File: config.mk
export PLATFORM = sky130hd
export DESIGN_NAME = freq_meter_flat
export DESIGN_NICKNAME = d
export VERILOG_FILES = /design/src/rtl/freq_meter_if.sv /design/src/rtl/freq_meter.sv /design/src/flat_wrapper.sv
export SDC_FILE = /design/constraint.sdc
export NUM_CORES = 1
export LEC_CHECK = 0
export CAP_MARGIN = 20
export CORE_ASPECT_RATIO = 1.4
export CORE_UTILIZATION = 55
export CTS_CLUSTER_SIZE = 25
export DETAILED_ROUTE_END_ITERATION = 8
export PLACE_DENSITY_LB_ADDON = 0.2
export RECOVER_POWER = 50
export REMOVE_ABC_BUFFERS = 1
export SETUP_SLACK_MARGIN = 0.2
export SYNTH_ARGS = -nofsm -noshare
export SYNTH_HDL_FRONTEND = slang
export SYNTH_SLANG_ARGS = --single-unit
File: constraint.sdc
create_clock -name clk -period 3.1 [get_ports clk]
set_clock_uncertainty 0.1 [all_clocks]
set_input_delay 0.775 -clock clk [delete_from_list [all_inputs] [get_ports clk]]
set_output_delay 0.775 -clock clk [all_outputs]
set_load 0.02 [all_outputs]
File: src/rtl/freq_meter_if.sv
// Measurement control and result bundle for freq_meter.
// valid is a one-cycle strobe with no ready: meas_freq/overflow change only with it.
interface freq_meter_if;
    logic        f_in;
    logic        start;
    logic        cont;
    logic [31:0] meas_freq;
    logic        valid;
    logic        busy;
    logic        overflow;
    logic [1:0]  state;

    modport master (
        output f_in, start, cont,
        input  meas_freq, valid, busy, overflow, state
    );

    modport slave (
        input  f_in, start, cont,
        output meas_freq, valid, busy, overflow, state
    );
endinterface

File: src/rtl/freq_meter.sv
// Gated-window frequency counter: counts synchronized f_in rising edges over
// GATE_CYCLES clk cycles and reports edges*SCALE in Hz, saturating at 32 bits.
module freq_meter #(
    parameter int unsigned GATE_CYCLES = 4_000_000,
    parameter int unsigned SCALE       = 1000
) (
    input logic         clk,
    input logic         rst,
    freq_meter_if.slave bus
);
    typedef enum logic [1:0] {
        S_IDLE = 2'd0,
        S_GATE = 2'd1,
        S_DONE = 2'd2
    } state_e;

    state_e      state_q, state_d;
    logic        sync1_q, sync2_q, hist_q;
    logic        edge_pulse;
    logic [31:0] gate_q, gate_d;
    logic [31:0] edges_q, edges_d;
    logic [31:0] acc_q, acc_d;
    logic        acc_ovf_q, acc_ovf_d;
    logic [31:0] meas_q, meas_d;
    logic        ovf_q, ovf_d;
    logic [32:0] acc_sum;
    logic        launch;

    assign edge_pulse = sync2_q & ~hist_q;

    // The product is built by adding SCALE per edge, so no wide multiplier
    // sits in the path; the carry out marks the result as saturated.
    assign acc_sum = {1'b0, acc_q} + {1'b0, SCALE};

    always_ff @(posedge clk) begin
        if (rst) begin
            state_q   <= S_IDLE;
            sync1_q   <= 1'b0;
            sync2_q   <= 1'b0;
            hist_q    <= 1'b0;
            gate_q    <= '0;
            edges_q   <= '0;
            acc_q     <= '0;
            acc_ovf_q <= 1'b0;
            meas_q    <= '0;
            ovf_q     <= 1'b0;
        end else begin
            state_q   <= state_d;
            sync1_q   <= bus.f_in;
            sync2_q   <= sync1_q;
            hist_q    <= sync2_q;
            gate_q    <= gate_d;
            edges_q   <= edges_d;
            acc_q     <= acc_d;
            acc_ovf_q <= acc_ovf_d;
            meas_q    <= meas_d;
            ovf_q     <= ovf_d;
        end
    end

    always_comb begin
        state_d   = state_q;
        gate_d    = gate_q;
        edges_d   = edges_q;
        acc_d     = acc_q;
        acc_ovf_d = acc_ovf_q;
        meas_d    = meas_q;
        ovf_d     = ovf_q;
        launch    = 1'b0;

        case (state_q)
            S_IDLE: launch = bus.start | bus.cont;
            S_GATE: begin
                gate_d = gate_q - 32'd1;
                if (edge_pulse) begin
                    if (edges_q != 32'hFFFF_FFFF) begin
                        edges_d = edges_q + 32'd1;
                    end
                    acc_d     = acc_sum[31:0];
                    acc_ovf_d = acc_ovf_q | acc_sum[32];
                end
                // Last gate cycle: the result includes this cycle's edge.
                if (gate_q == 32'd1) begin
                    state_d = S_DONE;
                    ovf_d   = acc_ovf_d | (edges_d == 32'hFFFF_FFFF);
                    meas_d  = ovf_d ? 32'hFFFF_FFFF : acc_d;
                end
            end
            S_DONE: begin
                state_d = S_IDLE;
                launch  = bus.cont;
            end
            default: state_d = S_IDLE;
        endcase

        if (launch) begin
            state_d   = S_GATE;
            gate_d    = GATE_CYCLES;
            edges_d   = '0;
            acc_d     = '0;
            acc_ovf_d = 1'b0;
        end
    end

    assign bus.meas_freq = meas_q;
    assign bus.overflow  = ovf_q;
    assign bus.valid     = (state_q == S_DONE);
    assign bus.busy      = (state_q != S_IDLE);
    assign bus.state     = state_q;
endmodule

File: src/flat_wrapper.sv
// flat-port wrapper written by rule: the top's interface ports become plain ports
module freq_meter_flat 
#(
    parameter int unsigned GATE_CYCLES = 4_000_000,
    parameter int unsigned SCALE       = 1000
)
  (clk, rst, bus_f_in, bus_start, bus_cont, bus_meas_freq, bus_valid, bus_busy, bus_overflow, bus_state);
  freq_meter_if bus_i ();
  input logic clk;
  input logic rst;
  input wire logic [$bits(bus_i.f_in)-1:0] bus_f_in;
  input wire logic [$bits(bus_i.start)-1:0] bus_start;
  input wire logic [$bits(bus_i.cont)-1:0] bus_cont;
  output wire logic [$bits(bus_i.meas_freq)-1:0] bus_meas_freq;
  output wire logic [$bits(bus_i.valid)-1:0] bus_valid;
  output wire logic [$bits(bus_i.busy)-1:0] bus_busy;
  output wire logic [$bits(bus_i.overflow)-1:0] bus_overflow;
  output wire logic [$bits(bus_i.state)-1:0] bus_state;
  assign bus_i.f_in = bus_f_in;
  assign bus_i.start = bus_start;
  assign bus_i.cont = bus_cont;
  assign bus_meas_freq = bus_i.meas_freq;
  assign bus_valid = bus_i.valid;
  assign bus_busy = bus_i.busy;
  assign bus_overflow = bus_i.overflow;
  assign bus_state = bus_i.state;
  freq_meter #(.GATE_CYCLES(GATE_CYCLES), .SCALE(SCALE)) u_core (.clk(clk), .rst(rst), .bus(bus_i));
endmodule
# --- After elaboration in Yosys (flattened, before gate mapping) ---
# Index checks and enable logic that the tools add are counted.
totals:
  inputBits: 5
  wordCells: 49
  register_bits: 135
classes:
  addsub: 3
  mux: 13
  n_bitwise: 6
  eq_ne: 8
  reduce_logical: 7
op_table:
  columns: ["op", "count"]
  rows:
  - ["32-bit 2-to-1 mux", 5]
  - ["22-bit 2-to-1 mux", 2]
  - ["32-bit by 10-bit adder with 33-bit output, second input constant", 1]
  - ["32-bit by 1-bit adder with 32-bit output, second input constant", 1]
  - ["32-bit by 1-bit equality test with 1-bit output, second input constant", 1]
  - ["32-bit equality test, second input constant", 1]
  - ["32-bit inequality test, second input constant", 1]
  - ["32-bit by 1-bit subtractor with 32-bit output, second input constant", 1]
  - ["2-bit AND reduction", 3]
  - ["2-bit by 1-bit inequality test with 1-bit output, second input constant", 2]
  - ["2-bit case mux with 2 select lines", 1]
  - ["2-bit nonzero test", 2]
  - ["1-bit 2-to-1 mux", 3]
  - ["3-bit by 1-bit inequality test with 1-bit output, second input constant", 1]
  - ["1-bit bitwise OR", 3]
  - ["2-bit by 1-bit equality test with 1-bit output, second input constant", 1]
  - ["2-bit equality test, second input constant", 1]
  - ["2-bit logical NOT", 1]
  - ["2-bit 2-to-1 mux", 1]
  - ["1-bit NOT", 2]
  - ["1-bit case mux with 2 select lines", 1]
  - ["2-bit OR reduction", 1]
  - ["1-bit bitwise AND", 1]

# --- Depth between registers and ports, before layout ---
# Gate-level depths: netlist (run 1).
depth:
  ltp_word: 7
  mapped_depth: 11
  ltp_nobuf: 9

# --- Least setup slack after synthesis (run 1) ---
# No wires, ideal clock.
synth_timing:
  path_kind: "register to register"
  startpoint: "reg u_core.edges_q[0]"
  endpoint: "reg u_core.meas_q[28], in the netlist u_core.bus.meas_freq[28]"
  path_stages_with_launch: 11
  setup_time_ps: 80
  t_arrival_ps: 2571
  path_slack_ps: 348
  required_time_ps: 2920
  n_path_buf: 1
  path_cell_list: "dfxtp_1 -> ha_1 -> nand4_1 -> nor3_2 -> a31o_2 -> o31a_1 -> o21ai_0 -> nor4_2 -> a31oi_4 -> buf_6 -> a211oi_2"
synth_via:
  elab_chain_cells: 7
  elab_cells_between_ends: 8
  classes_between: "1 x add/sub; 2 x eq/ne; 4 x mux; 1 x bitwise"
synth_lines:
  columns: ["item", "line_no", "rtl"]
  rows:
  - ["start, declared", "freq_meter.sv:21", "logic [31:0] edges_q, edges_d;"]
  - ["start signal, assigned", "freq_meter.sv:53", "edges_q <= edges_d;"]
  - ["32-bit by 1-bit adder with 32-bit output / 32-bit inequality test (equally long branches)", "freq_meter.sv:77, freq_meter.sv:76", null]
  - ["32-bit 2-to-1 mux", "freq_meter.sv:76", "if (edges_q != 32'hFFFF_FFFF) begin"]
  - ["32-bit 2-to-1 mux (*)", "freq_meter.sv:75", "if (edge_pulse) begin"]
  - ["32-bit 2-to-1 mux (*)", "freq_meter.sv:71", "case (state_q)"]
  - ["32-bit equality test (*)", "freq_meter.sv:85", "ovf_d = acc_ovf_d | (edges_d == 32'hFFFF_FFFF);"]
  - ["1-bit bitwise OR (*)", "freq_meter.sv:85", null]
  - ["32-bit 2-to-1 mux (*)", "freq_meter.sv:86", "meas_d = ovf_d ? 32'hFFFF_FFFF : acc_d;"]
  - ["end signal, assigned", "freq_meter.sv:56", "meas_q <= meas_d;"]
  - ["end, declared", "freq_meter.sv:24", "logic [31:0] meas_q, meas_d;"]
# Mark *: on every way between the ends. The rest lies on a longest branch, timed or not. The select of a mux whose other input is x is not followed.
# A chain may end at the register's enable or synchronous reset.

# --- Final worst setup path (run 1) ---
layout_timing:
  startpoint: "reg u_core.gate_q[11]"
  endpoint: "reg u_core.meas_q[19], in the netlist u_core.bus.meas_freq[19]"
layout_via:
  elab_chain_cells: 2
layout_lines:
  columns: ["item", "line_no", "rtl"]
  rows:
  - ["start, declared", "freq_meter.sv:20", "logic [31:0] gate_q, gate_d;"]
  - ["start signal, assigned", "freq_meter.sv:52", "gate_q <= gate_d;"]
  - ["32-bit by 1-bit equality test with 1-bit output", "freq_meter.sv:83", "if (gate_q == 32'd1) begin"]
  - ["2-bit AND reduction (no source line)", null, null]
# No other way between the ends.

==> impl_results.md, run 1 <==
* Synth top area cells: dfxtp_1 40%, xnor2_1 8.3%, nor2_1 7.8%
* Router iterations before antenna repair at 5
* Filler instances at 907
* Synth Area in XOR/XNOR at 0.152
* Via density per instance at 5.78
* Synthesis Warnings at 0
* Simple-Gate Fraction of Synth Area at 0.281
* Sequential area share after synthesis at 0.396
* DIE WIDTH at 94 um
* Number of diodes at 0
* Slew @ Worst Pin at 1.68 ns
* Routed WL at 15400 um
* Area leader, netlist: dfxtp_1
* Worst-path clk slew at 0.06 ns
* Nets at 814
* Fin. Hold Viols at 0
* CTS H-Tree Depth at 4
* First-pass GRT wire length at 25000 um
* Port Buf Inserts at 41
* # rows at 46
* CTS tree: done
* FMAX at 350 MHz
* Period Utilization, post-route at 0.921
* Max-cap violations at 1
* Post-route setup slack at 0.244 ns
* Vias in the first global route at 5387
* #FFs+latches synth at 129
* GR Overflow Total at 0
* Share of cells above drive strength 1 at 0.174
* Top Family by Delay on Critical Path: simple AND/OR/NAND/NOR gates
* Critical Path Sink Type: register
* Clk root buf: clkbuf_16
* Max-slew violation count at 25
* Detail Route Antenna Nets at 0
* Largest family of logic cells by synthesized area: simple AND/OR/NAND/NOR gates
* Post-Synth Adder-Cell Area at 0.00768
* Hold WC Path Type: register to register
* Main synth FF type: dfxtp_1
* Cell Area, Synth at 6520 um2
* Rel. slew slack at -0.123
* Synth unique cells at 58
* Routability Congestion at 0.904
* Largest net degree at the start of global routing at 89
* IO Pins at 42
* Clk_lat worst skew at 0.41 ns
* Initial Util at 0.569
* Mux share of post-synthesis cell area at 0.00634
* Failing checks: max-capacitance violations, max-slew violations
* Total die area at 12300 um2
* Core area at 11500 um2
* CTS sink cnt at 129
* CP max stage delay at 0.51 ns
* Syn avg cell area at 8.67 um2
* Dpl cells at 917
* Vias at 5561
* Post-synth EDFFs at 0
* GR Util All Layers at 0.257
* Crit path arrival time at 2.97 ns
* VDD IR-drop max at 0.000490 V
* Critical Path Fanout Max at 7
* Die H at 131 um
* Worst Path Buf+Inv at 2
* Status: complete, but fails checks
* Critical-path cell list: or3_4 -> nor4_4 -> or4b_4 -> nand3b_4 -> nor3_4 -> nand2_1 -> a31oi_4 -> buf_12 -> buf_6 -> a211oi_2
* Critical path's slowest cell: or4b_4
* Final setup fails at 0
* DR iter-0 viols at 312
* R2r setup slk at 0.24 ns
* Minimum clock period at 2.86 ns
* Avg WL per Cell at 16.1 um
* Worst EP required at 3.21 ns
* Leakage power at 0.00266 uW
* Mapped Cells at 752
* Unrepaired setup endpoints after global routing: no
* Power per standard cell area at 514 nW/um2
* Compound-Gate Fraction of Synth Area at 0.118
* Post-DP HPWL at 9900 um
* Yosys top cell area share at 0.396
* CTS buffer count at 17
* Synth async-reset ratio at 0
* CP Class: register to register
* Initial antenna violation count at 0
* CP Launch Type: register
* Synthesis-to-finish area growth at 22.5%
* Non-Filler Instances at 962
* CTS Buffer Depth at 2
* Pre-CTS WS at 0.188 ns
* Hold_buf cts at 0
* DRC at 0
final cells by class:
type	count	area (um2)	share of cell area
clock buffer	22	484	0.0606
inverter	6	22.5	0.00282
clock inverter	10	148	0.0185
multi-input combinational	570	3800	0.475
tap	144	180	0.0226
sequential	129	2590	0.325
timing repair buffer	81	762	0.0954
cell usage after synthesis (3+ instances only):
cell type  number
clkbuf_1       30
nand4_1        24
mux2i_1         3
o21ai_0        13
nor3_1         23
nand2_1        51
o31ai_1         3
a211oi_2       29
ha_1            4
and2_1          8
buf_2           9
xor2_1         51
a21oi_1        25
and3_1          8
or4_1           6
and4_1         10
dfxtp_1       129
nor2_1        135
nand3_1        26
xnor2_1        62
nand2b_1        5
or3_1          18
nor2b_1        10
or2_2           4
buf_4           3
a211oi_1        3
buf_6           4
nor4_1         14
inv_1           6
metrics by stage:
stage | area, um2 | hold WS, ns | TNS, ns | power [uW] | util
after detailed placement | 7120 | 0.334 | 0 | 2020 | 0.621
after CTS | 7760 | 0.349 | 0 | 4120 | 0.678
final | 7990 | 0.344 | 0 | 4110 | 0.697
after global placement | 7120 | 0.321 | 0 | 2010 | 0.621
after floorplan | 6290 | 0.314 | -31.02 | 1930 | -
after global routing | 7990 | 0.357 | 0 | 4240 | 0.697
power by group:
group          total, uW  switching (uW)  internal [uW]
Sequential          1720            30.3           1690
Combinational        285             170            114
Clock               2110             747           1360
worst paths after layout:
path                     startpoint                  endpoint  depth (start not counted)
setup / recovery  u_core.gate_q[11]  u_core.bus.meas_freq[19]                         10
hold / removal       u_core.sync1_q            u_core.sync2_q                          1
setup reg to reg  u_core.gate_q[11]  u_core.bus.meas_freq[19]                         10
hold reg to reg      u_core.sync1_q            u_core.sync2_q                          1
routing by layer:
metal / GRT usage / wire [um] / vias up
met5: 0 / 0 / -
met4: 0.114 / 454 / 0
met3: 0.0503 / 647 / 41
met2: 0.456 / 7900 / 172
met1: 0.298 / 6440 / 2634
li1: - / - / 2714
worst reg2reg max path, cell delays in order (launching register included):
cell and delay [ns]:
dfxtp_1 0.34, or3_4 0.41, nor4_4 0.26, or4b_4 0.51
nand3b_4 0.20, nor3_4 0.15, nand2_1 0.13, a31oi_4 0.18
buf_12 0.15, buf_6 0.16, a211oi_2 0.07
repair_timing:
action | 4_1_cts | 5_1_grt
resized for setup | 3 | 26
gates cloned | 0 | 3
setup buffers | 0 | 10
pin swaps | 1 | 8
endpoints found under the setup margin | 11 | 30
state kept, by name (all words and copies together), names as in the netlist:
name                  count
u_core.gate_q            32
u_core.bus.meas_freq     30
u_core.acc_q             29
u_core.bus.state          2
u_core.hist_q             1
u_core.acc_ovf_q          1
u_core.sync2_q            1
u_core.sync1_q            1
u_core.edges_q           32
kinds of logic after synthesis:
| group | after synthesis |
|---|---|
| simple gates | 359 |
| flops | 129 |
| xor+xnor | 113 |
| compound gates | 90 |
| buf+inv | 53 |
| mux | 4 |
| fa+ha+maj | 4 |
layout by cell type, fill, tap and decap left out, types with 4 or more instances in the layout:
cell type	count
nand3_1	25
and4_1	7
dfxtp_2	6
and2_1	8
a21oi_1	25
nor2b_1	10
inv_1	6
nand4_1	24
clkbuf_8	4
and3_1	7
clkdlybuf4s50_1	12
nand2_1	51
dfxtp_1	122
nor4_1	11
clkbuf_16	19
buf_4	32
nor2_1	133
o21ai_0	12
or3_1	17
a211oi_2	29
dlygate4sd3_1	28
nor3_2	4
or2_2	4
nor3_1	20
nand2b_1	4
xor2_1	51
xnor2_1	62
or4_1	6
Power figures use the tool's default switching activity.
==> run 2: changes to the inputs <==
--- a/config.mk
+++ b/config.mk
@@ -6,9 +6,8 @@
 export NUM_CORES = 1
 export LEC_CHECK = 0
 export CAP_MARGIN = 20
-export CORE_ASPECT_RATIO = 1.4
+export CORE_ASPECT_RATIO = 0.7
 export CORE_UTILIZATION = 55
-export CTS_CLUSTER_SIZE = 25
 export DETAILED_ROUTE_END_ITERATION = 8
 export PLACE_DENSITY_LB_ADDON = 0.2
 export RECOVER_POWER = 50
==> run 2 against run 1 <==
Effect of this change:
- the flow now finishes without violations
- register-to-register slack is essentially flat
- cell area is the same
- core utilization grew 1.0 points
- via count grew 0.59%
- clock-buffer cell count shrank 1
- critical path type unchanged
==> impl_results.md, run 2 (same netlist as run 1, synthesis figures left out) <==
* Status: finished, final reports clean (was complete, but fails checks)
* Design Area, Final at 7990 um2 (unchanged)
* Sw Share at 0.233 (was 0.231)
* Most frequent cells in the layout: 134 x nor2_1, 124 x dfxtp_1, 62 x xnor2_1 (was 133 x nor2_1, 122 x dfxtp_1, 62 x xnor2_1)
* VDD IR-drop max at 0.000440 V (was 0.000490 V)
* Minimum clock period at 2.86 ns (about the same)
* Unrepaired setup endpoints after global routing: no (unchanged)
* Part of the power in registers at 0.417 (was 0.418)
* Initial Util at 0.577 (was 0.569)
* Worst Hold Margin at 0.360 ns (was 0.344 ns)
* Rel. slew slack at 0.212 (was -0.123)
* Commonest non-fill, non-tap cell in the layout: nor2_1 (unchanged)
* Share of cells above drive strength 1 at 0.167 (was 0.174)
* Critical-path cell list: ha_1 -> nand4_1 -> nor3_2 -> buf_4 -> buf_4 -> a311oi_2 -> clkbuf_1 -> nand2b_1 -> clkbuf_1 -> nor4_1 -> xnor2_1 -> nor2_1 (was or3_4 -> nor4_4 -> or4b_4 -> nand3b_4 -> nor3_4 -> nand2_1 -> a31oi_4 -> buf_12 -> buf_6 -> a211oi_2)
* Power share of the clock group at 0.512 (was 0.513)
* DRC at 0 (unchanged)
* Nets at 818 (was 814)
* Final setup fails at 0 (unchanged)
* DIE WIDTH at 132 um (was 94 um)
* Hold WC Path Type: register to register (unchanged)
* CTS Buffer Depth at 2 (unchanged)
* Max-cap violations at 0 (was 1)
* Die H at 93.1 um (was 131 um)
* Start point of the critical path: u_core.edges_q[0] (was u_core.gate_q[11])
* Sequential Area at 2590 um2 (about the same)
* Total die area at 12300 um2 (about the same)
* Fin. Hold Viols at 0 (unchanged)
* Crit path arrival time at 3.07 ns (was 2.97 ns)
* Critical path's slowest cell: clkbuf_1 (was or4b_4)
* GR Util All Layers at 0.259 (was 0.257)
* Critical Path Sink Type: register (unchanged)
* Switching power at 959 uW (was 948 uW)
* Clk root buf: clkbuf_16 (unchanged)
* GR Overflow Total at 0 (unchanged)
* Core area at 11300 um2 (was 11500 um2)
* Worst EP required at 3.30 ns (was 3.21 ns)
* CP Launch Type: register (unchanged)
* Router iterations before antenna repair at 5 (unchanged)
* CTS tree: done (unchanged)
* Internal power at 3160 uW (about the same)
* Reg2reg start: u_core.edges_q[0] (was u_core.gate_q[11])
* Top Family by Delay on Critical Path: buffers and inverters (was simple AND/OR/NAND/NOR gates)
* CTS H-Tree Depth at 4 (unchanged)
* Via density per instance at 5.74 (was 5.78)
* Multi-input logic area at 3760 um2 (was 3800 um2)
* Worst Path Buf+Inv at 4 (was 2)
* Largest net degree at the start of global routing at 46 (was 89)
* Slew @ Worst Pin at 1.18 ns (was 1.68 ns)
* Number of diodes at 0 (unchanged)
* Synthesis-to-finish area growth at 22.5% (unchanged)
* DP Area at 7190 um2 (was 7120 um2)
* Initial antenna violation count at 0 (unchanged)
* Worst-path clk slew at 0.06 ns (about the same)
* Clk_lat worst skew at 0.42 ns (was 0.41 ns)
* Routed WL at 16000 um (was 15400 um)
* Detail Route Antenna Nets at 0 (unchanged)
* CTS sink cnt at 129 (unchanged)
* Vias at 5594 (was 5561)
* Power per standard cell area at 516 nW/um2 (was 514 nW/um2)
* Setup_tns at 0 ns (unchanged)
* Post-route setup slack at 0.236 ns (was 0.244 ns)
* CP max stage delay at 0.50 ns (was 0.51 ns)
* CTS buffer count at 17 (unchanged)
* Max-slew violation count at 0 (was 25)
* First-pass GRT wire length at 25100 um (was 25000 um)
* Post-DP HPWL at 10200 um (was 9900 um)
* FMAX at 349 MHz (was 350 MHz)
* Critical Path Fanout Max at 12 (was 7)
* Filler instances at 852 (was 907)
* Hold_buf cts at 0 (unchanged)
* Vias in the first global route at 5069 (was 5387)
* DR iter-0 viols at 474 (was 312)
* # rows at 32 (was 46)
* Routability Congestion at 0.894 (was 0.904)
* Comb pwr share at 0.072 (was 0.069)
* CP Class: register to register (unchanged)
* Pre-CTS WS at 0.264 ns (was 0.188 ns)
* Period Utilization, post-route at 0.924 (was 0.921)
* IO Pins at 42 (unchanged)
* HP Start: u_core.sync1_q (unchanged)
* Util after Layout at 0.707 (was 0.697)
* Port Buf Inserts at 41 (unchanged)
* Avg WL per Cell at 16.4 um (was 16.1 um)
* Leakage power at 0.00268 uW (was 0.00266 uW)
-- run 2: worst paths after layout --
path	endpoint	slack, ns	cells after the start
setup / recovery	u_core.edges_q[31]	0.24	12
setup reg to reg	u_core.edges_q[31]	0.24	12
hold / removal	u_core.sync2_q	0.36	1
hold reg to reg	u_core.sync2_q	0.36	1
-- run 2: layout make-up --
cell class | count | area share
repair buffers | 85 | 0.0995
inverters | 6 | 0.00282
well taps | 153 | 0.0240
multi-input cells | 570 | 0.470
clock inverters | 11 | 0.0191
flip-flops and latches | 129 | 0.324
clock buffers | 21 | 0.0602
-- run 2: worst reg2reg max path, cell delays in order, from the launching register on --
cell      delay, ns
dfxtp_1        0.31
ha_1           0.23
nand4_1        0.19
nor3_2         0.06
buf_4          0.17
buf_4          0.14
a311oi_2       0.23
clkbuf_1       0.50
nand2b_1       0.12
clkbuf_1       0.18
nor4_1         0.30
xnor2_1        0.16
nor2_1         0.06
-- run 2: power by group through the flow --
stage / combinational, uW / sequential (uW) / clock, uW
global placement: 270 / 1750 / 0
finish: 296 / 1720 / 2110
detailed placement: 276 / 1750 / 0
floorplan: 180 / 1750 / 0
CTS: 278 / 1720 / 2140
global route: 324 / 1720 / 2210
-- run 2: metal layers --
metal,part of all wire,up-vias,track usage,wire length [um]
li1,-,2729,-,-
met1,0.48,2668,0.348,7620
met2,0.45,177,0.402,7170
met3,0.059,20,0.0726,944
met4,0.013,0,0.0814,211
met5,0,-,0,0
-- run 2: per-stage QoR --
step / total power (uW) / cells
6_report: 4120 / 975
5_1_grt: 4260 / 975
4_1_cts: 4130 / 964
3_5_place_dp: 2030 / 932
3_3_place_gp: 2020 / 932
2_1_floorplan: 1930 / 705
-- run 2: what timing repair did --
action,4_1_cts,5_1_grt
buffers inserted,0,8
endpoints found under the setup margin,0,30
resized for setup,0,18
